## src/rtl/joy_db15_responder.sv

```systemverilog
// -----------------------------------------------------------------------------
// joy_db15_responder
//
// Device-side model of the DB15 dual-joystick shift-register adapter. It
// answers the JOY_LOAD / JOY_CLK strobes from a joy_db15 host reader and
// returns the button states serially, like a chain of parallel-load shift
// registers. It serves as a loopback partner for joy_db15 and as a stand-in
// adapter on the USER port.
//
// Ports
//   clk           system clock, at least 8x the JOY_CLK toggle rate
//   RESET_L       asynchronous reset, active low; release is synchronous to clk
//   joystick1     player 1 buttons, 1 = pressed (bit0=R,1=L,2=D,3=U,4+=fire)
//   joystick2     player 2 buttons, same encoding
//   joy_load_in   host JOY_LOAD (async); low = parallel load
//   joy_clk_in    host JOY_CLK (async); a rising edge shifts one bit
//   joy_data_out  serial data to the host, active low (0 = pressed)
//   frame_done    one-cycle pulse when the last frame bit has been shifted out
//   shift_cnt     shifts taken since the last load, saturates at 2*JOY_BITS
//   overrun       sticky: a shift arrived after the frame was exhausted
// -----------------------------------------------------------------------------
module joy_db15_responder #(
   parameter int JOY_BITS    = 12,
   parameter int SYNC_STAGES = 2
) (
   input  logic                clk,
   input  logic                RESET_L,
   input  logic [JOY_BITS-1:0] joystick1,
   input  logic [JOY_BITS-1:0] joystick2,
   input  logic                joy_load_in,
   input  logic                joy_clk_in,
   output logic                joy_data_out,
   output logic                frame_done,
   output logic [4:0]          shift_cnt,
   output logic                overrun
);

   localparam int         FRAME_BITS = 2 * JOY_BITS;
   localparam logic [4:0] FRAME_LEN  = 5'(FRAME_BITS);

   typedef enum logic {
      ST_LOAD,
      ST_SHIFT
   } mode_t;

   // Shift counter that stops at the frame length.
   function automatic logic [4:0] sat_inc(input logic [4:0] v);
      return (v < FRAME_LEN) ? v + 5'd1 : v;
   endfunction

   // ---- p0: strobe synchronisers ---------------------------------------------
   // All flops reset to 1 so a strobe idling high out of reset makes no edge.
   logic [SYNC_STAGES-1:0] load_sync_p0;
   logic [SYNC_STAGES-1:0] clk_sync_p0;
   logic                   clk_s_p1;

   always_ff @(posedge clk or negedge RESET_L) begin
      if (!RESET_L) begin
         load_sync_p0 <= '1;
         clk_sync_p0  <= '1;
         clk_s_p1     <= 1'b1;
      end else begin
         load_sync_p0 <= {load_sync_p0[SYNC_STAGES-2:0], joy_load_in};
         clk_sync_p0  <= {clk_sync_p0[SYNC_STAGES-2:0], joy_clk_in};
         clk_s_p1     <= clk_sync_p0[SYNC_STAGES-1];
      end
   end

   logic  load_s;
   logic  clk_s;
   logic  clk_edge;
   mode_t mode;

   assign load_s   = load_sync_p0[SYNC_STAGES-1];
   assign clk_s    = clk_sync_p0[SYNC_STAGES-1];
   assign clk_edge = clk_s & ~clk_s_p1;
   assign mode     = load_s ? ST_SHIFT : ST_LOAD;

   // ---- p2: shift register, counter and status -------------------------------
   logic [FRAME_BITS-1:0] sr_p2, sr_nxt;
   logic [4:0]            cnt_p2, cnt_nxt;
   logic                  ovr_p2, ovr_nxt;
   logic                  fd_p2, fd_nxt;

   always_comb begin
      sr_nxt  = sr_p2;
      cnt_nxt = cnt_p2;
      ovr_nxt = ovr_p2;
      fd_nxt  = 1'b0;
      case (mode)
         // Transparent reload every cycle; a clk edge in the same cycle as the
         // load is simply dropped because this branch never looks at it.
         ST_LOAD: begin
            sr_nxt  = ~{joystick2, joystick1};
            cnt_nxt = '0;
            ovr_nxt = 1'b0;
         end
         ST_SHIFT: begin
            if (clk_edge) begin
               sr_nxt = {1'b1, sr_p2[FRAME_BITS-1:1]};
               if (cnt_p2 == FRAME_LEN) begin
                  ovr_nxt = 1'b1;
               end else begin
                  cnt_nxt = sat_inc(cnt_p2);
                  fd_nxt  = (sat_inc(cnt_p2) == FRAME_LEN);
               end
            end
         end
         default: begin
            sr_nxt = sr_p2;
         end
      endcase
   end

   always_ff @(posedge clk or negedge RESET_L) begin
      if (!RESET_L) begin
         sr_p2  <= '1;
         cnt_p2 <= '0;
         ovr_p2 <= 1'b0;
         fd_p2  <= 1'b0;
      end else begin
         sr_p2  <= sr_nxt;
         cnt_p2 <= cnt_nxt;
         ovr_p2 <= ovr_nxt;
         fd_p2  <= fd_nxt;
      end
   end

   assign joy_data_out = sr_p2[0];
   assign frame_done   = fd_p2;
   assign shift_cnt    = cnt_p2;
   assign overrun      = ovr_p2;

endmodule

```

## config.mk

```make
export PLATFORM = sky130hd
export DESIGN_NAME = joy_db15_responder
export DESIGN_NICKNAME = d
export VERILOG_FILES = /design/src/rtl/joy_db15_responder.sv
export SDC_FILE = /design/constraint.sdc
export NUM_CORES = 1
export LEC_CHECK = 0
export CAP_MARGIN = 20
export CORE_AREA = 10 10 68 70
export DETAILED_ROUTE_END_ITERATION = 6
export DIE_AREA = 0 0 78 80
export GPL_ROUTABILITY_DRIVEN = 0
export PLACE_DENSITY = 0.79
export SLEW_MARGIN = 10
export SYNTH_ARGS = -nofsm -noshare
export SYNTH_HDL_FRONTEND = slang
export SYNTH_SLANG_ARGS = --single-unit
```

## constraint.sdc

```tcl
create_clock -name clk -period 2 [get_ports clk]
set_input_delay 0.4 -clock clk [delete_from_list [all_inputs] [get_ports clk]]
set_output_delay 0.4 -clock clk [all_outputs]
set_load 0.03 [all_outputs]
```

# == Word-level counts from Yosys, hierarchy flattened ==
# Cells that the tools add are included.
# W data, S select, Z words.
# op_classes
add_sub_neg,1
n_lt_le_gt_ge,1
n_eq_ne,5
muxes,13
bitwise_logic,4
reduce_logical,2
# op_table
op,n
$pmux W24 S2,1
$mux W24,1
$not A24 Y24,1
$mux W5,3
$eq A5 B5 Y1 const B,2
$pmux W5 S2,1
$mux W1,6
$add A5 B1 Y5 const B,1
$lt A5 B5 Y1 const B,1
$ne A2 B2 Y1 const B,2
$reduce_and A2 Y1,2
$ne A2 B1 Y1 const B,1
$not A1 Y1,2
$pmux W1 S2,1
$and A1 B1 Y1,1
# word_totals
register_bits,36
in_bits,28
out_inout_bits,8
wordCells,33

# == Longest topological paths before layout ==
# logic_depth
ltp_word,6
depth_mapped,5
mapped_depth_nobuf,5

# == Least setup slack after synthesis ==
# OpenSTA, ideal clock, no wires.
# synth_timing
kind,reg2reg
startpoint,"reg cnt_p2[0], in the netlist shift_cnt[0]"
endpoint,"reg fd_p2, in the netlist frame_done"
setup_ns,0.096
arrival_ns,1.369
required_ns,1.904
setup_slack_ns,0.535
path_stages_with_launch,6
path_buffers,0
synth_period_minus_slack_ns,1.465
cell_sequence,dfrtp_1 > inv_1 > ha_1 > a21oi_1 > a32oi_1 > nor4_2
# synth_via
elab_chain_cells,6
elab_cells_between_ends,8
cone_classes,add/sub (1); order compare (1); eq/ne (2); mux (4)
# synth_lines
item,line,text
from (decl),81,"logic [4:0] cnt_p2, cnt_nxt;"
from (signal assigned),123,cnt_p2 <= cnt_nxt;
$add A5 B1 Y5 / $lt A5 B5 Y1 (equally long branches),48,return (v < FRAME_LEN) ? v + 5'd1 : v;
$mux W5,48,
$eq A5 B5 Y1,105,fd_nxt = (sat_inc(cnt_p2) == FRAME_LEN);
$mux W1 (*),101,if (cnt_p2 == FRAME_LEN) begin
$mux W1 (*),99,if (clk_edge) begin
$mux W1 (*),90,case (mode)
net fd_nxt,83,"logic fd_p2, fd_nxt;"
to (signal assigned),125,fd_p2 <= fd_nxt;
to (decl),83,
# The timed path passes the listed nets; every way through them passes the cells marked *.
# A chain may end at the register's enable or synchronous reset.

# == Worst setup path in the final report ==
# layout_timing
startpoint,"reg cnt_p2[2], in the netlist shift_cnt[2]"
endpoint,out shift_cnt[2]
# layout_rtl
item,line,text
to (decl),34,"output logic [4:0] shift_cnt,"
# No word-level cell between the ends.

==> summary.md <==
| Metric | Value |
|---|---|
| Effective utilization at floorplan | 53.0% |
| Clock-pin slew reported for the worst setup and hold paths after clock tree synthesis | 0.11 ns |
| Cell area after technology mapping | 0.00174 mm² |
| Post-detail-place hpwl | 2.30 mm |
| Total number of clock tree sinks | 36 |
| First-iteration detailed-routing DRC count | 31 |
| Count of buffering cells on the critical path with inverters included | 1 |
| Count of final hold-check violations | 0 |
| Largest stage delay on the critical path | 0.71 ns |
| Final routed DRC violation total | 0 |
| Share of post-route cells with drive strength above 1 | 25.9% |
| CTS tree | done |
| First-pass GRT wire length | 5.43 mm |
| Final setup viols | 0 |
| Net count, final | 195 |
| Number of antenna violations at the first check in global routing | 0 |
| Port Buffers | 35 |
| Root buffer cell | sky130_fd_sc_hd__clkbuf_4 |
| Launching point of the worst reg2reg path | shift_cnt[0]$_DFFE_PN0P_ |
| WP data required | 1.60 ns |
| Total number of yosys warnings | 0 |
| Worst Clk Skew | 0.00574 ns |
| Critical-path cell with the highest stage delay | sky130_fd_sc_hd__clkdlybuf4s50_1 |
| Overall die width | 78 µm |
| TritonCTS Buffers | 5 |
| Hold bufs inserted after CTS | 0 |
| Filler instances | 269 |
| Power after layout | 1.53 mW |
| Max-slew headroom at the worst pin | 71.7% |
| Top-level port count | 36 |
| Path type of the worst min-delay path | reg2reg |
| Depth of the most critical reg-to-reg path | 4 |
| Core Region | 0.00328 mm² |
| Later-pin clock latency in the skew report | 0.34 ns |
| Cell Int Power | 1.15 mW |
| Leakage power | 1.05 nW |
| Net switching fraction of the power | 25.0% |
| Critical path class | reg2out |
| Series of cell instances along the critical path | clkdlybuf4s50_1 |
| F_max | 0.523 GHz |
| Biggest fanout along the worst timing path | 6 |
| Vias after detailed routing | 1094 |
| Placement Rows | 21 |
| Max Root-Sink Buffers | 2 |
| Number of pins exceeding their max-slew limit in the final report | 0 |
| Post-route ant nets | 0 |
| Number of different library cells in the post-synthesis netlist | 27 |
| Clock period minus worst slack | 1.91 ns |
| Beginning of the critical path | shift_cnt[2]$_DFFE_PN0P_ |
| R2r setup slk | 0.61 ns |
| PwrDens | 707 mW/mm² |
| Antenna diode count | 0 |
| Postcts setup bufs | 0 |
| Yosys top cell area share | 43.8% |
| Clock share of power | 26.7% |
| Cells after synthesis | 128 |
| CP startpoint kind | flip-flop |
| Crit Reg-Reg Endpoint | frame_done$_DFF_PN0_ |
| Final worst path period share | 95.6% |
| Part of the power in registers | 58.1% |
| Seq/Total Area, Yosys | 53.9% |
| Wire length after detailed routing | 3.16 mm |
| Net switching power figure | 0.382 mW |
| Number of violations of the max-capacitance limit | 0 |
| Maximum ir drop on the vdd rail | 437 µV |
| RSZ-0062 raised after global routing | no |
| Kind of capture point of the worst setup path | output pin |
| Result of the run | completed |
| Util after Layout | 65.8% |
| Total routing resource utilization after global routing | 10.8% |
| Syn Area/Cell | 13.6 µm² |
| Fraction of power consumed by combinational cells | 15.2% |
| Number of global-route vias before repair | 1165 |
| Number of nets produced by synthesis | 158 |
| Post-synthesis to final-layout area growth | 24.3% |
| Crit path depth | 1 |
| H-tree lvl count | 2 |
| Via density per instance | 5.16 |
| Detailed Routing Iterations Pass 1 | 4 |
| Cell types occupying the most area after synthesis | sky130_fd_sc_hd__dfstp_2 (44%), sky130_fd_sc_hd__mux2i_1 (28%), sky130_fd_sc_hd__dfrtp_1 (10%) |
| Die area | 0.00624 mm² |
| Setup crit end | shift_cnt[2] |
| Crit-path leading delay family | buffers and inverters |
| FF+latch count, synth | 36 |
| Average wire length per cell after detail routing | 14.9 µm |
| Final setup TNS | 0 ns |
| Post-cts repair resize count | 2 |
| Die Ht | 80 µm |
| Transition time at the pin with the least slew margin | 0.425 ns |
| Largest net degree at the start of global routing | 37 |
| Post-synthesis cell type with the largest combined area | sky130_fd_sc_hd__dfstp_2 |
| Final global-route overflow total | 0 |
| Critical path arrival | 1.51 ns |
-- sequential cells by signal (all words and copies together), names as in the netlist --
register / flops
load_sync_p0: 2
clk_sync_p0: 2
clk_s_p1: 1
sr_p2: 24
shift_cnt: 5
overrun: 1
frame_done: 1
-- Yosys cell counts (all sizes together) --
cell type,instances
and2,2
ha,2
nand2,5
and2b,1
buf,6
a21oi,1
a32oi,2
nor2,5
clkbuf,1
dfstp,29
and3,1
nand3,3
nor2b,2
nand2b,3
mux2i,49
o21a,1
xnor2,2
o21ai,1
nor4,1
a21boi,1
inv,2
dfrtp,7
nand4,1
-- worst min-delay path by stage --
stage,startpoint,end,slack (ns),cells after the start
final,load_sync_p0[0]$_DFF_PN1_,load_sync_p0[1]$_DFF_PN1_,0.36,0
after global routing,load_sync_p0[0]$_DFF_PN1_,load_sync_p0[1]$_DFF_PN1_,0.37,0
after CTS,load_sync_p0[0]$_DFF_PN1_,load_sync_p0[1]$_DFF_PN1_,0.36,0
after detailed placement,load_sync_p0[0]$_DFF_PN1_,load_sync_p0[1]$_DFF_PN1_,0.35,0
after global placement,clk_sync_p0[0]$_DFF_PN1_,clk_sync_p0[1]$_DFF_PN1_,0.35,0
after floorplan,RESET_L,frame_done$_DFF_PN0_,0.10,0
-- power by group through the flow --
| stage | sequential, mW | clock (mW) | combinational (mW) |
|---|---|---|---|
| after floorplan | 0.895 | 0 | 0.145 |
| after global placement | 0.897 | 0 | 0.232 |
| after detailed placement | 0.901 | 0 | 0.239 |
| after CTS | 0.889 | 0.420 | 0.239 |
| after global routing | 0.899 | 0.455 | 0.258 |
| final | 0.887 | 0.408 | 0.233 |
-- cell usage in the layout, fill, tap and decap left out, types with 2 or more instances in the layout --
cell type                          n
sky130_fd_sc_hd__dlymetal6s2s_1    2
sky130_fd_sc_hd__ha_1              2
sky130_fd_sc_hd__clkdlybuf4s50_1  31
sky130_fd_sc_hd__nand3_1           3
sky130_fd_sc_hd__inv_1             2
sky130_fd_sc_hd__a32oi_1           2
sky130_fd_sc_hd__dfrtp_1           7
sky130_fd_sc_hd__xnor2_1           2
sky130_fd_sc_hd__dlygate4sd2_1     2
sky130_fd_sc_hd__clkbuf_4          5
sky130_fd_sc_hd__nor2b_1           2
sky130_fd_sc_hd__mux2i_1          49
sky130_fd_sc_hd__nor2_1            5
sky130_fd_sc_hd__dfstp_2          29
sky130_fd_sc_hd__clkinv_2          2
sky130_fd_sc_hd__nand2b_1          2
sky130_fd_sc_hd__and2_1            2
sky130_fd_sc_hd__nand2_1           4
-- metal layers --
| layer | vias to the layer above | global-route usage, % | share of wire [%] |
|---|---|---|---|
| li1 | 525 | - | - |
| met1 | 528 | 12.6 | 44 |
| met2 | 37 | 17.7 | 49 |
| met3 | 4 | 4.62 | 5.8 |
| met4 | 0 | 3.23 | 1.1 |
| met5 | - | 0 | 0 |
-- area by class of cell --
type / instances / area [µm²] / share of cell area (%)
flip-flops and latches: 36 / 937 / 43.3
multi-input cells: 83 / 718 / 33.2
repair buffers: 37 / 380 / 17.6
well taps: 46 / 57.6 / 2.66
clock buffers: 6 / 51.3 / 2.37
clock inverters: 2 / 10.0 / 0.463
inverters: 2 / 7.51 / 0.347
-- cell families after synthesis --
kind of cell	Yosys count	share of synthesized area, %
xor gates and xnor gates	2	1.01
AOI/OAI and AO/OA	6	2.66
muxes	49	28.2
adders and majority gates	2	1.44
buffers and inverters	9	4.82
and+or+nand+nor	24	7.99
DFF	36	53.9
-- per-stage QoR --
stage	instances	setup slack, ns	instance area, µm²	hold WS (ns)
after detailed placement	204	0.383	2100	0.348
after floorplan	128	0.535	1740	0.104
after global routing	212	0.00985	2160	0.373
final	212	0.0871	2160	0.363
after global placement	204	0.424	2100	0.346
after CTS	212	0.0276	2160	0.364
Note: power is estimated with default switching activity, not from simulation.
